===== config.mk =====
export PLATFORM = sky130hd
export DESIGN_NAME = regfile_write_arbiter_flat
export DESIGN_NICKNAME = d
export VERILOG_FILES = /design/src/rtl/regfile_write_arbiter_if.sv /design/src/rtl/regfile_write_arbiter.sv /design/src/flat_wrapper.sv
export SDC_FILE = /design/constraint.sdc
export NUM_CORES = 1
export LEC_CHECK = 0
export CAP_MARGIN = 10
export CORE_MARGIN = 4
export CORE_UTILIZATION = 47
export DETAILED_ROUTE_END_ITERATION = 8
export GPL_TIMING_DRIVEN = 0
export PLACE_DENSITY = 0.93
export SLEW_MARGIN = 30
export SYNTH_ARGS = -nofsm -noshare
export SYNTH_HDL_FRONTEND = slang
export SYNTH_SLANG_ARGS = --single-unit

===== constraint.sdc =====
create_clock -name clock -period 3.95 [get_ports clock]
set_clock_uncertainty 0.05 [all_clocks]
set_input_delay 0.395 -clock clock [delete_from_list [all_inputs] [get_ports clock]]
set_output_delay 0.395 -clock clock [all_outputs]
set_load 0.005 [all_outputs]

===== src/rtl/regfile_write_arbiter_if.sv =====
// Requester and regfile-write-port bundle for regfile_write_arbiter.
// The arbiter takes the slave modport; requesters and the regfile side take master.
interface regfile_write_arbiter_if #(
    parameter int unsigned N_REQ = 4,
    parameter int unsigned AW    = 2,
    parameter int unsigned DW    = 16
);
    logic                  stall;
    logic [N_REQ-1:0]      req_valid;
    logic [AW*N_REQ-1:0]   req_addr;
    logic [DW*N_REQ-1:0]   req_data;
    logic [N_REQ-1:0]      req_ready;

    logic [AW-1:0]         wr1;
    logic [DW-1:0]         wr1_data;
    logic                  wr1_enable;
    logic [AW-1:0]         wr2;
    logic [DW-1:0]         wr2_data;
    logic                  wr2_enable;
    logic [(2**AW)-1:0]    reg_pending;

    modport master (
        output stall, req_valid, req_addr, req_data,
        input  req_ready,
        input  wr1, wr1_data, wr1_enable,
        input  wr2, wr2_data, wr2_enable,
        input  reg_pending
    );

    modport slave (
        input  stall, req_valid, req_addr, req_data,
        output req_ready,
        output wr1, wr1_data, wr1_enable,
        output wr2, wr2_data, wr2_enable,
        output reg_pending
    );
endinterface


===== src/rtl/regfile_write_arbiter.sv =====
// Round-robin arbiter granting up to two non-conflicting register writes per cycle
// and registering the winners onto the two regfile write ports.
module regfile_write_arbiter #(
    parameter int unsigned N_REQ = 4,
    parameter int unsigned AW    = 2,
    parameter int unsigned DW    = 16
) (
    input logic                   clock,
    input logic                   reset,
    regfile_write_arbiter_if.slave bus
);
    localparam int unsigned PW   = (N_REQ > 1) ? $clog2(N_REQ) : 1;
    localparam int unsigned NREG = 2 ** AW;

    logic [PW-1:0]    rr_q, rr_d;
    logic             a_found, b_found;
    logic [PW-1:0]    a_idx, b_idx;
    logic [AW-1:0]    a_addr, b_addr;
    logic [DW-1:0]    a_data, b_data;
    logic [N_REQ-1:0] ready;

    logic [AW-1:0]    wr1_q, wr2_q;
    logic [DW-1:0]    wr1_data_q, wr2_data_q;
    logic             wr1_en_q, wr2_en_q;
    logic [NREG-1:0]  pending;

    // Position k steps after base in the circular requester order.
    function automatic logic [PW-1:0] scan_idx(input logic [PW-1:0] base,
                                               input int unsigned k);
        int unsigned s;
        s = 32'(base) + k;
        if (s >= N_REQ) s = s - N_REQ;
        return PW'(s);
    endfunction

    always_comb begin : grant_scan
        logic [PW-1:0] idx;
        idx     = '0;
        a_found = 1'b0;
        b_found = 1'b0;
        a_idx   = '0;
        b_idx   = '0;
        a_addr  = '0;
        if (!bus.stall && !reset) begin
            for (int unsigned k = 0; k < N_REQ; k++) begin
                idx = scan_idx(rr_q, k);
                if (bus.req_valid[idx]) begin
                    if (!a_found) begin
                        a_found = 1'b1;
                        a_idx   = idx;
                        a_addr  = bus.req_addr[AW*idx +: AW];
                    end else if (!b_found && (bus.req_addr[AW*idx +: AW] != a_addr)) begin
                        b_found = 1'b1;
                        b_idx   = idx;
                    end
                end
            end
        end
    end

    always_comb begin
        a_data = bus.req_data[DW*a_idx +: DW];
        b_addr = bus.req_addr[AW*b_idx +: AW];
        b_data = bus.req_data[DW*b_idx +: DW];
    end

    always_comb begin
        ready = '0;
        if (a_found) ready[a_idx] = 1'b1;
        if (b_found) ready[b_idx] = 1'b1;
    end

    // Pointer moves just past the last slot granted; holds when nothing is granted.
    always_comb begin
        rr_d = rr_q;
        if (b_found) begin
            rr_d = scan_idx(b_idx, 1);
        end else if (a_found) begin
            rr_d = scan_idx(a_idx, 1);
        end
    end

    always_ff @(posedge clock or posedge reset) begin
        if (reset) begin
            rr_q       <= '0;
            wr1_q      <= '0;
            wr1_data_q <= '0;
            wr1_en_q   <= 1'b0;
            wr2_q      <= '0;
            wr2_data_q <= '0;
            wr2_en_q   <= 1'b0;
        end else begin
            rr_q     <= rr_d;
            wr1_en_q <= a_found;
            wr2_en_q <= b_found;
            if (a_found) begin
                wr1_q      <= a_addr;
                wr1_data_q <= a_data;
            end
            if (b_found) begin
                wr2_q      <= b_addr;
                wr2_data_q <= b_data;
            end
        end
    end

    always_comb begin
        pending = '0;
        for (int unsigned r = 0; r < NREG; r++) begin
            if (wr1_en_q && (wr1_q == AW'(r))) pending[r] = 1'b1;
            if (wr2_en_q && (wr2_q == AW'(r))) pending[r] = 1'b1;
        end
    end

    assign bus.req_ready   = ready;
    assign bus.wr1         = wr1_q;
    assign bus.wr1_data    = wr1_data_q;
    assign bus.wr1_enable  = wr1_en_q;
    assign bus.wr2         = wr2_q;
    assign bus.wr2_data    = wr2_data_q;
    assign bus.wr2_enable  = wr2_en_q;
    assign bus.reg_pending = pending;

`ifndef SYNTHESIS
    always_ff @(posedge clock) begin
        if (!reset) begin
            assert (!(wr1_en_q && wr2_en_q && (wr1_q == wr2_q)))
                else $error("both write ports target register %0d", wr1_q);
        end
    end
`endif
endmodule


===== src/flat_wrapper.sv =====
// flat-port wrapper written by rule: the top's interface ports become plain ports
module regfile_write_arbiter_flat 
#(
    parameter int unsigned N_REQ = 4,
    parameter int unsigned AW    = 2,
    parameter int unsigned DW    = 16
)
  (clock, reset, bus_stall, bus_req_valid, bus_req_addr, bus_req_data, bus_req_ready, bus_wr1, bus_wr1_data, bus_wr1_enable, bus_wr2, bus_wr2_data, bus_wr2_enable, bus_reg_pending);
  regfile_write_arbiter_if #(.N_REQ(N_REQ), .AW(AW), .DW(DW)) bus_i ();
  input logic clock;
  input logic reset;
  input wire logic [$bits(bus_i.stall)-1:0] bus_stall;
  input wire logic [$bits(bus_i.req_valid)-1:0] bus_req_valid;
  input wire logic [$bits(bus_i.req_addr)-1:0] bus_req_addr;
  input wire logic [$bits(bus_i.req_data)-1:0] bus_req_data;
  output wire logic [$bits(bus_i.req_ready)-1:0] bus_req_ready;
  output wire logic [$bits(bus_i.wr1)-1:0] bus_wr1;
  output wire logic [$bits(bus_i.wr1_data)-1:0] bus_wr1_data;
  output wire logic [$bits(bus_i.wr1_enable)-1:0] bus_wr1_enable;
  output wire logic [$bits(bus_i.wr2)-1:0] bus_wr2;
  output wire logic [$bits(bus_i.wr2_data)-1:0] bus_wr2_data;
  output wire logic [$bits(bus_i.wr2_enable)-1:0] bus_wr2_enable;
  output wire logic [$bits(bus_i.reg_pending)-1:0] bus_reg_pending;
  assign bus_i.stall = bus_stall;
  assign bus_i.req_valid = bus_req_valid;
  assign bus_i.req_addr = bus_req_addr;
  assign bus_i.req_data = bus_req_data;
  assign bus_req_ready = bus_i.req_ready;
  assign bus_wr1 = bus_i.wr1;
  assign bus_wr1_data = bus_i.wr1_data;
  assign bus_wr1_enable = bus_i.wr1_enable;
  assign bus_wr2 = bus_i.wr2;
  assign bus_wr2_data = bus_i.wr2_data;
  assign bus_wr2_enable = bus_i.wr2_enable;
  assign bus_reg_pending = bus_i.reg_pending;
  regfile_write_arbiter #(.N_REQ(N_REQ), .AW(AW), .DW(DW)) u_core (.clock(clock), .reset(reset), .bus(bus_i));
endmodule

* After elaboration in Yosys (flattened, before gate mapping) *
Index checks and enable logic that the tools add are counted.

operators by class
  multiplexer cells = 84
  bitwise gates (word level) = 1
  reductions and logical operators = 22
  order comparisons = 14
  equality and inequality tests = 9
  shifts and indexed selects = 7
  $add $sub $neg = 11

operators with widths
  kind                   number
  $shiftx A64 B7 Y16     2
  $mux W2                41
  $shiftx A8 B4 Y2       5
  $mux W1                35
  $lt A2 B3 Y1 const B   6
  $ge A3 B3 Y1 const B   5
  $logic_and A1 B1 Y1    14
  $sub A2 B1 Y2 const B  6
  $add A2 B1 Y3 const B  3
  $bmux W1 S2            4
  $eq A2 B2 Y1 const B   4
  $mux W4                2
  $add A2 B2 Y3 const B  2
  $ne A2 B2 Y1           3
  $logic_not A1 Y1       5
  $demux W1 S2           2
  $eq A2 B1 Y1 const B   2
  $ge A2 B1 Y1 const B   2
  $logic_not A2 Y1       2
  $or A4 B4 Y4           1
  $ge A2 B3 Y1 const B   1
  $reduce_bool A2 Y1     1

word-level totals
  register bits = 40
  bits of input ports = 79

* Longest topological paths before layout *
Gate-level depths: netlist (run 1).

  depth after elaboration = 31
  gate-level depth with buffers = 15
  mapped depth without buffers = 9

* Worst setup path after synthesis (run 1) *
Ideal clock, no wire load.

  path kind = input -> output
  start point = input bus_req_valid[3]
  end point = output bus_req_ready[2]
  stages = 10
  path slack = 0.640 ns
  arrival time = 2.865 ns
  path buffers = 2
  path through = buf_2 -> mux4_2 -> and2_1 -> or4_4 -> a41oi_2 -> nor2_1 -> a221oi_4 -> nor2_2 -> buf_2 -> o22ai_1

on the way
  cells in the longest elaborated chain, start to end = 28
  elaborated cells on any way between the ends = 75

ends and longest elaborated chain
  what                                                                line                         source
  from (decl)                                                         flat_wrapper.sv:13           input wire logic [$bits(bus_i.req_valid)-1:0] bus_req_valid;
  $bmux W1 S2                                                         regfile_write_arbiter.sv:47  if (bus.req_valid[idx]) begin
  $mux W1 (implied by the code)                                       regfile_write_arbiter.sv:47
  $mux W2                                                             regfile_write_arbiter.sv:47
  $mux W2                                                             regfile_write_arbiter.sv:44  if (!bus.stall && !reset) begin
  $ne A2 B2 Y1                                                        regfile_write_arbiter.sv:52  end else if (!b_found && (bus.req_addr[AW*idx +: AW] != a_addr)) begin
  $logic_and A1 B1 Y1                                                 regfile_write_arbiter.sv:52
  $mux W1                                                             regfile_write_arbiter.sv:52
  $mux W1                                                             regfile_write_arbiter.sv:48  if (!a_found) begin
  [... 12 more ...]                                                   n/a
  $mux W2                                                             regfile_write_arbiter.sv:47
  $mux W2                                                             regfile_write_arbiter.sv:44
  $lt A2 B3 Y1 (implied by the code) or $ge A2 B1 Y1 (tied branches)  regfile_write_arbiter.sv:70  if (b_found) ready[b_idx] = 1'b1;
  $logic_and A1 B1 Y1 (implied by the code)                           regfile_write_arbiter.sv:70
  $mux W1 (implied by the code)                                       regfile_write_arbiter.sv:70
  $demux W1 S2                                                        n/a
  $or A4 B4 Y4 (no line)                                              n/a
  $mux W4 *                                                           regfile_write_arbiter.sv:70
  to (decl)                                                           flat_wrapper.sv:16           output wire logic [$bits(bus_i.req_ready)-1:0] bus_req_ready;

Every way passes the cells marked *; elsewhere a longest branch is shown, timed or not. The select of a mux whose other input is x is not followed.

* Final worst setup path (run 1) *
  start point = input bus_req_valid[2]
  end point = output bus_req_ready[3]

Same word-level chain as after synthesis.

==> results_dict.tcl, run 1 <==
set metrics [dict create \
    clock_path_buffers 2 \
    io_buffers 121 \
    fin_nets 667 \
    worstSetupEndpointType "output pin" \
    peakVddDrop_mv 0.3167 \
    grt_busiest_layer "met2" \
    finalSetupTns_ns 0 \
    max_clock_freq_ghz 0.2540 \
    synth.top_cell.area_share_pct 27.18 \
    avgSynthCellArea_sq_um 8.111 \
    p_int_uw 1796 \
    dieWidth_um 96.52 \
    ys_warn_count 0 \
    cp.required_ns 3.50 \
    hold_path_depth 2 \
    grt_max_degree 23 \
    root_buffer "clkbuf_8" \
    grt.overflow.total 0 \
    gr-usage-met2_pct 47.70 \
    coreArea_sq_um 7687 \
    holdCritStartpoint "u_core.bus.wr1_data[6]" \
    drc_errors 0 \
    status "finished clean" \
    cp-start-kind "primary input" \
    cts_sinks 40 \
    r2r-end "u_core.bus.wr1_data[7]" \
    path_class "primary input to output pin" \
    die_h_um 96.52 \
    hold_end "u_core.bus.wr1_data[6]" \
    rows 32 \
    clockPowerShare_pct 9.1 \
    dieArea_sq_um 9315 \
    relSlewSlack_pct 45.54 \
    netlist_instances 454 \
    antenna_found_initial 0 \
    comb_power_share_pct 69.4 \
    synthToLayoutAreaGrowth_pct 44.48 \
    grt_pass1_wl_mm 20.74 \
    synth_area_sq_um 3682 \
    dpl.hpwl_mm 10.16 \
    num_vias 4400 \
    setup_viol 0 \
    ant_nets 0 \
    crit_fanout 6 \
    final_cells 690 \
    use_met3_pct 7.436 \
    reg2reg_from "u_core.rr_q[1]" \
    cap_viol_max_count 0 \
    r2r_cells 13 \
    synth_cell_type_count 58 \
    rrSetupSlack_ns 0.28 \
    cts_tree "built" \
    p_seq_share_pct 21.5 \
    cts_buffers 5 \
    grtUsageMet1_pct 35.14 \
    insertion_delay_ns 0.30 \
    hp-class "flip-flop to flip-flop" \
    hold_violations 0 \
    ctsHoldBuffers 0 \
    arrival_ns 3.49 \
    syn-num-nets 534 \
    drive_gt1_share_pct 17.52 \
    worst_pin_slew_ns 0.8169 \
    drv_slew 0 \
    grt_pass1_vias 4391 \
    vias_per_cell 6.377 \
    wl_per_cell_um 19.68 \
    yosysTopAreaCell "dfrtp_1" \
    p_leak_uw 0.002267 \
    synth_edf_count 0 \
    yosysSeqAreaShare_pct 27.18 \
    initial_core_util_pct 47.90 \
    routed_wl_mm 13.58 \
    finalCritPeriodShare_pct 99.67 \
    diodes 0 \
    htreeDepth 2 \
    pin_count 125 \
    synthArstFlopShare_pct 100.0 \
    p_sw_uw 1473 \
    path_clk_slew_ns 0.08 \
    place_inst 678 \
    synthFlopType "dfrtp_1" \
    ys_seq_elements 40 \
    first_iter_violations 544 \
    swShare_pct 45.06 \
    drt_first_pass_iters 5 \
    gp_congestion 0.9731 \
    period_minus_slack_ns 3.937 \
    track_usage_pct 28.70 \
    p_per_area_nw_per_um2 614.3 \
    synth_area_leaders "dfrtp_1 (27%), mux2i_1 (7.9%), nand2_1 (7.7%), mux2_2 (7.0%), o21ai_0 (6.5%)" \
]
[synth_stat cells, drive strengths merged, types with 3 or more instances]
| cell | instances |
|---|---|
| a32oi | 3 |
| o2bb2ai | 3 |
| mux4 | 3 |
| and3 | 17 |
| o21a | 4 |
| and2 | 3 |
| dfrtp | 40 |
| a31oi | 7 |
| o21ai | 49 |
| nor2 | 29 |
| a211oi | 19 |
| o22ai | 4 |
| nand3 | 9 |
| xnor2 | 4 |
| buf | 24 |
| mux2i | 29 |
| a221oi | 3 |
| a311oi | 14 |
| nand2 | 78 |
| o32ai | 3 |
| o31ai | 3 |
| nand3b | 3 |
| mux2 | 23 |
| o211ai | 4 |
| nand2b | 3 |
| inv | 13 |
| clkbuf | 17 |
| a21oi | 18 |
[power by group through the flow]
stage	combinational, uW	sequential (uW)	clock (uW)
after floorplan	1220	689	0
after global placement	1950	698	0
after detailed placement	2010	704	0
after CTS	2150	700	293
after global routing	2420	725	314
final	2270	704	298
[cell type report]
cell class	instances	area (sq um)
Multi-Input combinational cell	360	2547
Fill cell	604	2367
Clock buffer	6	82.58
Clock inverter	2	10.01
Buffer	38	224.0
Tap cell	102	127.6
Sequential cell	40	1003
Inverter	13	48.80
Timing Repair Buffer	129	1276
[how the worst max path moves through the flow]
| stage | depth (start not counted) | end | slack (ns) | start |
|---|---|---|---|---|
| after global routing | 11 | bus_req_ready[3] | -0.04 | bus_req_valid[2] |
| after global placement | 14 | bus_req_ready[0] | -0.74 | bus_req_valid[2] |
| after CTS | 11 | bus_req_ready[2] | 0.006 | bus_req_valid[2] |
| after floorplan | 10 | bus_req_ready[2] | 0.64 | bus_req_valid[3] |
| after detailed placement | 14 | bus_req_ready[0] | -0.75 | bus_req_valid[2] |
| final | 11 | bus_req_ready[3] | 0.01 | bus_req_valid[2] |
[repair_timing]
action | CTS | global route
pin swaps | 5 | 6
setup buffers | 4 | 3
setup endpoints to repair | 4 | 4
resized for setup | 42 | 14
[registers in the layout, indices dropped and copies added, names as in the netlist]
signal / cells
u_core.bus.wr1: 2
u_core.bus.wr1_enable: 1
u_core.bus.wr2_data: 16
u_core.bus.wr2_enable: 1
u_core.bus.wr1_data: 16
u_core.rr_q: 2
u_core.bus.wr2: 2
[cell families (layout without fill, tap and decap cells)]
kind of cell / Yosys count / after routing / share of synthesized area [%]
buffers and inverters: 54 / 188 / 6.864
xor gates and xnor gates: 6 / 6 / 1.427
DFF: 40 / 40 / 27.18
and+or+nand+nor: 155 / 155 / 19.98
AOI/OAI and AO/OA: 143 / 143 / 27.46
adders and majority gates: 1 / 1 / 0.3397
muxes: 55 / 55 / 16.75
[placed cells by master (no fill, tap or decap), drive strengths merged, types with 2 or more instances in the layout]
| cell | Yosys | routed |
|---|---|---|
| o21ai | 49 | 49 |
| nand3 | 9 | 9 |
| a221oi | 3 | 3 |
| a32oi | 3 | 3 |
| nand2b | 3 | 3 |
| clkbuf | 17 | 23 |
| mux2i | 29 | 29 |
| a21oi | 18 | 18 |
| or2 | 2 | 2 |
| a21boi | 2 | 2 |
| a311oi | 14 | 14 |
| a31oi | 7 | 7 |
| clkdlybuf4s50 | 0 | 109 |
| a22o | 2 | 2 |
| nand3b | 3 | 3 |
| clkinv | 0 | 2 |
| nor4b | 2 | 2 |
| dlygate4sd2 | 0 | 11 |
| xor2 | 2 | 2 |
| buf | 24 | 30 |
| o32ai | 3 | 3 |
| o211ai | 4 | 4 |
| o21a | 4 | 4 |
| inv | 13 | 13 |
| and2 | 3 | 3 |
| or4 | 2 | 2 |
| o31ai | 3 | 3 |
| xnor2 | 4 | 4 |
| nand2 | 78 | 78 |
| o2bb2ai | 3 | 3 |
| nor2 | 29 | 29 |
| a211oi | 19 | 19 |
| o22ai | 4 | 4 |
| mux2 | 23 | 23 |
| and3 | 17 | 17 |
| mux4 | 3 | 3 |
| dfrtp | 40 | 40 |
| nor4bb | 2 | 2 |
[routing by layer]
layer	vias to the layer above	share of wire [%]
met5	-	0
met1	2025	37
met2	356	47
li1	1948	-
met3	71	12
met4	0	4.2
[worst max-delay path: stages]
cell and delay (ns):
clkdlybuf4s50_1 0.45, mux4_2 0.50, and2_1 0.19, or4_4 0.56, a41oi_4 0.31, nor2_2 0.09
a221oi_4 0.33, nor2_4 0.10, nand2_1 0.10, o21ai_0 0.14, dlygate4sd2_1 0.32
[through the flow]
| step | worst slack (ns) | area (sq um) | util (%) | hold slack [ns] | power [uW] |
|---|---|---|---|---|---|
| global placement | -0.7356 | 5021 | 65.32 | 0.4185 | 2649 |
| CTS | 0.005749 | 5264 | 68.47 | 0.4472 | 3146 |
| detailed placement | -0.7536 | 5049 | 65.67 | 0.4259 | 2711 |
| global route | -0.04117 | 5320 | 69.21 | 0.4676 | 3460 |
| finish | 0.01307 | 5320 | 69.21 | 0.4441 | 3268 |
| floorplan | 0.6405 | 3682 | - | 0.4233 | 1907 |
No activity file was read; power rests on OpenSTA's default activity.
==> inputs of run 2 (changes only) <==
--- a/config.mk
+++ b/config.mk
@@ -10,7 +10,7 @@
 export CORE_UTILIZATION = 47
 export DETAILED_ROUTE_END_ITERATION = 8
 export GPL_TIMING_DRIVEN = 0
-export PLACE_DENSITY = 0.93
+export PLACE_DENSITY = 0.82
 export SLEW_MARGIN = 30
 export SYNTH_ARGS = -nofsm -noshare
 export SYNTH_HDL_FRONTEND = slang
==> run 2 against run 1 <==
Core utilization increased by 0.42 points. Worst hold slack got worse by 0.079 ns. Critical path depth grew 1. Via count is 1.9% lower. First-iteration DRC count decreased by 18%. Sequential share of layout area down 0.11 points. Global-route usage shrank 0.55 points. Cell count is 0.29% higher. Worst setup slack better by 0.078 ns. Non-clock buffer count is 3 higher. Routed wire length shrank 0.97%. Power increased by 2.0%. Critical endpoint is now bus_req_ready[2]. Highest routed layer unchanged.
==> results_dict.tcl, run 2 (synthesis gave the netlist of run 1 again) <==
set metrics [dict create \
    status "finished clean" \
    final_core_util_pct 69.63 \
    relSlewSlack_pct 47.17 \
    worst_slack_ns 0.09140 \
    timing.hold.ws_ns 0.3655 \
    final_common_cell "clkdlybuf4s50_1" \
    io_buffers 121 \
    path_class "flip-flop to output pin" \
    arrival_ns 3.41 \
    clockPowerShare_pct 7.8 \
    rsz0062_at_grt "yes" \
    cts_tree "built" \
    antenna_found_initial 0 \
    grt_max_degree 29 \
    ctsHoldBuffers 0 \
    max_clock_freq_ghz 0.2592 \
    track_usage_pct 28.16 \
    clock_path_buffers 2 \
    grt_pass1_wl_mm 20.51 \
    routed_wl_mm 13.45 \
    die_h_um 96.52 \
    fin_nets 670 \
    grt_pass1_vias 4224 \
    drive_gt1_share_pct 18.47 \
    p_leak_uw 0.002264 \
    num_vias 4318 \
    path_delay_family "compound AO/OA/AOI/OAI gates" \
    insertion_delay_ns 0.29 \
    dp_slack_ns -0.7191 \
    root_buffer "clkbuf_8" \
    dieArea_sq_um 9315 \
    placed_cell_area_sq_um 5041 \
    worst_pin_slew_ns 0.7925 \
    hp-class "primary input to asynchronous set/reset pin" \
    path_clk_slew_ns 0.08 \
    hold_violations 0 \
    diodes 0 \
    drc_errors 0 \
    p_per_area_nw_per_um2 623.1 \
    drv_slew 0 \
    vias_per_cell 6.240 \
    p_total_uw 3335 \
    max_stage_delay_ns 0.44 \
    pin_count 125 \
    cap_viol_max_count 0 \
    p_sw_uw 1491 \
    dpl.hpwl_mm 9.962 \
    synthToLayoutAreaGrowth_pct 45.36 \
    worstSetupStartpoint "u_core.rr_q[1]" \
    cp.required_ns 3.50 \
    cp-start-kind "flip-flop" \
    gp_congestion 0.9383 \
    htreeDepth 2 \
    worstSetupEndpointType "output pin" \
    comb_power_share_pct 71.3 \
    finalInstanceArea_sq_um 5353 \
    coreArea_sq_um 7687 \
    grt.overflow.total 0 \
    final_cell_mix "clkdlybuf4s50_1 (109), nand2_1 (76), o21ai_0 (47)" \
    first_iter_violations 448 \
    period_minus_slack_ns 3.859 \
    crit_fanout 19 \
    reg2reg_from "u_core.rr_q[1]" \
    crit_buf_inv 4 \
    peakVddDrop_mv 0.3506 \
    cts_sinks 40 \
    p_seq_share_pct 20.9 \
    initial_core_util_pct 47.90 \
    dieWidth_um 96.52 \
    crit_top_cell "buf_4" \
    finalCritPeriodShare_pct 97.69 \
    cts_buffers 5 \
    fillers 620 \
    cp_slowest_cell "a221o_1" \
    drt_first_pass_iters 5 \
    p_int_uw 1844 \
    regArea_sq_um 1003 \
    ant_nets 0 \
    multi_input_area_sq_um 2564 \
    cp_cell_sequence "buf_4 -> buf_6 -> mux2_2 -> a22o_1 -> a32oi_2 -> xor2_2 -> a221o_1 -> o21ai_4 -> buf_4 -> nand2_8 -> o22ai_2 -> buf_2" \
    rows 32 \
    setup_viol 0 \
    swShare_pct 44.72 \
    wl_per_cell_um 19.43 \
]
run 2: changes by cell type in the layout (fill, tap and decap cells not counted), moves of 2 or more:
cell           before  now
a31oi_1             7    5
a31oi_2             0    2
buf_12              0    3
buf_6               7    5
dlygate4sd2_1      11    8
run 2: final timing paths:
path,end,slack [ns],cells after the start
min reg2reg,u_core.bus.wr1_data[9],0.44,2
min,u_core.bus.wr2_data[9],0.37,2
max reg2reg,u_core.bus.wr2_data[12],0.24,14
min in group clock,u_core.bus.wr1_data[9],0.44,2
max,bus_req_ready[2],0.09,12
max in group asynchronous,u_core.rr_q[1],3.03,3
run 2: stage by stage:
step           setup TNS (ns)  cells
6_report                    0    692
5_1_grt              -0.02717    692
4_1_cts                     0    689
3_5_place_dp           -2.421    678
3_3_place_gp           -2.301    677
2_1_floorplan               0    454
run 2: what timing repair did:
item | in CTS | in global routing
hold endpoints to repair | 0 | 0
resized for setup | 48 | 18
endpoints found under the setup margin | 4 | 2
setup buffers | 6 | 3
pin swaps | 4 | 7
run 2: per-layer routing:
metal  GRT usage, %  share of wire (%)  up-vias
met3          4.648                 10       31
met2          47.07                 48      290
met5              0                  0        -
met1          37.45                 40     2050
met4          8.294                2.1        0
li1               -                  -     1947
run 2: final cells by class:
type	count	area share, %
buffer	39	4.511
clock inverter	1	0.09350
inverter	13	0.9116
tap	102	2.384
clock buffer	6	1.356
multi-input combinational	360	47.90
timing repair buffer	131	24.10
sequential	40	18.75
run 2: power groups by stage:
stage          Sequential, uW  Clock (uW)  Combinational, uW
5_1_grt                   713         277               2540
6_report                  698         259               2380
3_5_place_dp              701           0               2020
3_3_place_gp              697           0               1980
2_1_floorplan             689           0               1220
4_1_cts                   693         260               2250
==> inputs of run 3 (changes only) <==
--- a/config.mk
+++ b/config.mk
@@ -11,6 +11,7 @@
 export DETAILED_ROUTE_END_ITERATION = 8
 export GPL_TIMING_DRIVEN = 0
 export PLACE_DENSITY = 0.82
+export SKIP_LAST_GASP = 1
 export SLEW_MARGIN = 30
 export SYNTH_ARGS = -nofsm -noshare
 export SYNTH_HDL_FRONTEND = slang
==> run 3 against run 2 <==
Power increased by 0.22%. Combinational power about the same. Critical endpoint is now bus_req_ready[0]. Cell count unchanged. Register-to-register slack improved by 0.06 ns. Die area unchanged. Largest cell class unchanged. Flip-flop and latch count unchanged. First-iteration DRC count increased by 6.9%.
==> results_dict.tcl, run 3 (synthesis gave the netlist of run 1 again) <==
set metrics [dict create \
    num_vias 4301 \
    cap_viol_max_count 0 \
    hold_violations 0 \
    cts_sinks 40 \
    rows 32 \
    p_leak_uw 0.002285 \
    root_buffer "clkbuf_8" \
    diodes 0 \
    insertion_delay_ns 0.29 \
    gp_congestion 0.9383 \
    worst_pin_slew_ns 0.7931 \
    crit_fanout 3 \
    finalInstanceArea_sq_um 5376 \
    track_usage_pct 28.19 \
    initial_core_util_pct 47.90 \
    status "finished clean" \
    place_inst 678 \
    vias_per_cell 6.215 \
    die_h_um 96.52 \
    cts_tree "built" \
    fin_nets 670 \
    arrival_ns 3.41 \
    cts_buffers 5 \
    cp-start-kind "flip-flop" \
    drive_gt1_share_pct 18.31 \
    final_cells 692 \
    dieArea_sq_um 9315 \
    dpl.hpwl_mm 9.962 \
    final_cell_mix "clkdlybuf4s50_1 (108), nand2_1 (76), o21ai_0 (47)" \
    period_minus_slack_ns 3.859 \
    finalCritPeriodShare_pct 97.70 \
    setup_viol 0 \
    htreeDepth 2 \
    io_buffers 121 \
    fillers 612 \
    grt_max_degree 29 \
    first_iter_violations 479 \
    ant_nets 0 \
    grt_pass1_vias 4181 \
    worst_slack_ns 0.09079 \
    wl_per_cell_um 19.40 \
    synthToLayoutAreaGrowth_pct 46.01 \
    p_per_area_nw_per_um2 621.7 \
    dieWidth_um 96.52 \
    grt_pass1_wl_mm 20.47 \
    max_clock_freq_ghz 0.2591 \
    cp.required_ns 3.50 \
    relSlewSlack_pct 47.13 \
    path_clk_slew_ns 0.08 \
    dp_slack_ns -0.7191 \
    antenna_found_initial 0 \
    worstSetupEndpointType "output pin" \
    peakVddDrop_mv 0.3297 \
    routed_wl_mm 13.43 \
    coreArea_sq_um 7687 \
    grt.overflow.total 0 \
    clock_path_buffers 2 \
    path_class "flip-flop to output pin" \
    pin_count 125 \
    p_total_uw 3342 \
    hp-class "primary input to asynchronous set/reset pin" \
    placed_cell_area_sq_um 5041 \
    drv_slew 0 \
    drc_errors 0 \
    final_common_cell "clkdlybuf4s50_1" \
    drt_first_pass_iters 5 \
    timing.hold.ws_ns 0.3596 \
    rsz0062_at_grt "no" \
]
run 3: final cells by class:
cell class / count / area, sq um / area share (%)
Multi-Input combinational cell: 360 / 2576 / 47.92
Timing Repair Buffer: 132 / 1313 / 24.41
Sequential cell: 40 / 1002 / 18.64
Buffer: 38 / 231.5 / 4.305
Tap cell: 102 / 127.6 / 2.374
Clock buffer: 6 / 72.57 / 1.350
Inverter: 13 / 48.80 / 0.9076
Clock inverter: 1 / 5.005 / 0.09309
run 3: report_power, final:
group / switching [uW] / internal [uW] / total [uW]
Sequential: 127 / 571 / 697
Combinational: 1220 / 1160 / 2380
Clock: 143 / 120 / 263
Total: 1490 / 1850 / 3340
run 3: what timing repair did:
| item | 4_1_cts | 5_1_grt |
|---|---|---|
| resized for setup | 46 | 22 |
| endpoints found under the setup margin | 4 | 3 |
| setup buffers | 6 | 4 |
| pin swaps | 4 | 4 |
| gates cloned | 0 | 0 |
| hold buffers | 0 | 0 |
run 3: final timing paths:
kind                                        start                       to  slack (ns)  depth (start not counted)
max reg2reg                        u_core.rr_q[1]  u_core.bus.wr2_data[12]        0.30                         14
max                                u_core.rr_q[1]         bus_req_ready[0]        0.09                         11
min                                         reset   u_core.bus.wr2_data[9]        0.36                          2
min in group clock         u_core.bus.wr1_data[9]   u_core.bus.wr1_data[9]        0.44                          2
max in group asynchronous                   reset   u_core.bus.wr2_data[7]        3.03                          3
min reg2reg                u_core.bus.wr1_data[9]   u_core.bus.wr1_data[9]        0.44                          2
run 3: routing by layer:
layer | wire, um | track usage, %
met1 | 5543 | 38.13
met2 | 6389 | 46.95
met3 | 1176 | 3.796
met4 | 317 | 8.411
met5 | 0 | 0
run 3: metrics by stage:
step	setup TNS, ns	utilization (%)
global placement	-2.301	65.32
finish	0	69.94
CTS	-0.04574	68.82
detailed placement	-2.421	65.58
global route	0	69.94
floorplan	0	-
run 3: worst max-delay path: stages (launching register included):
cell and delay, ns:
dfrtp_2 0.40, buf_12 0.11, mux4_2 0.54, and2_4 0.17
or4_4 0.55, a41oi_4 0.31, nor2_2 0.08, a221oi_4 0.36
buf_6 0.17, nand3_1 0.11, o21ai_2 0.09, clkdlybuf4s15_1 0.22
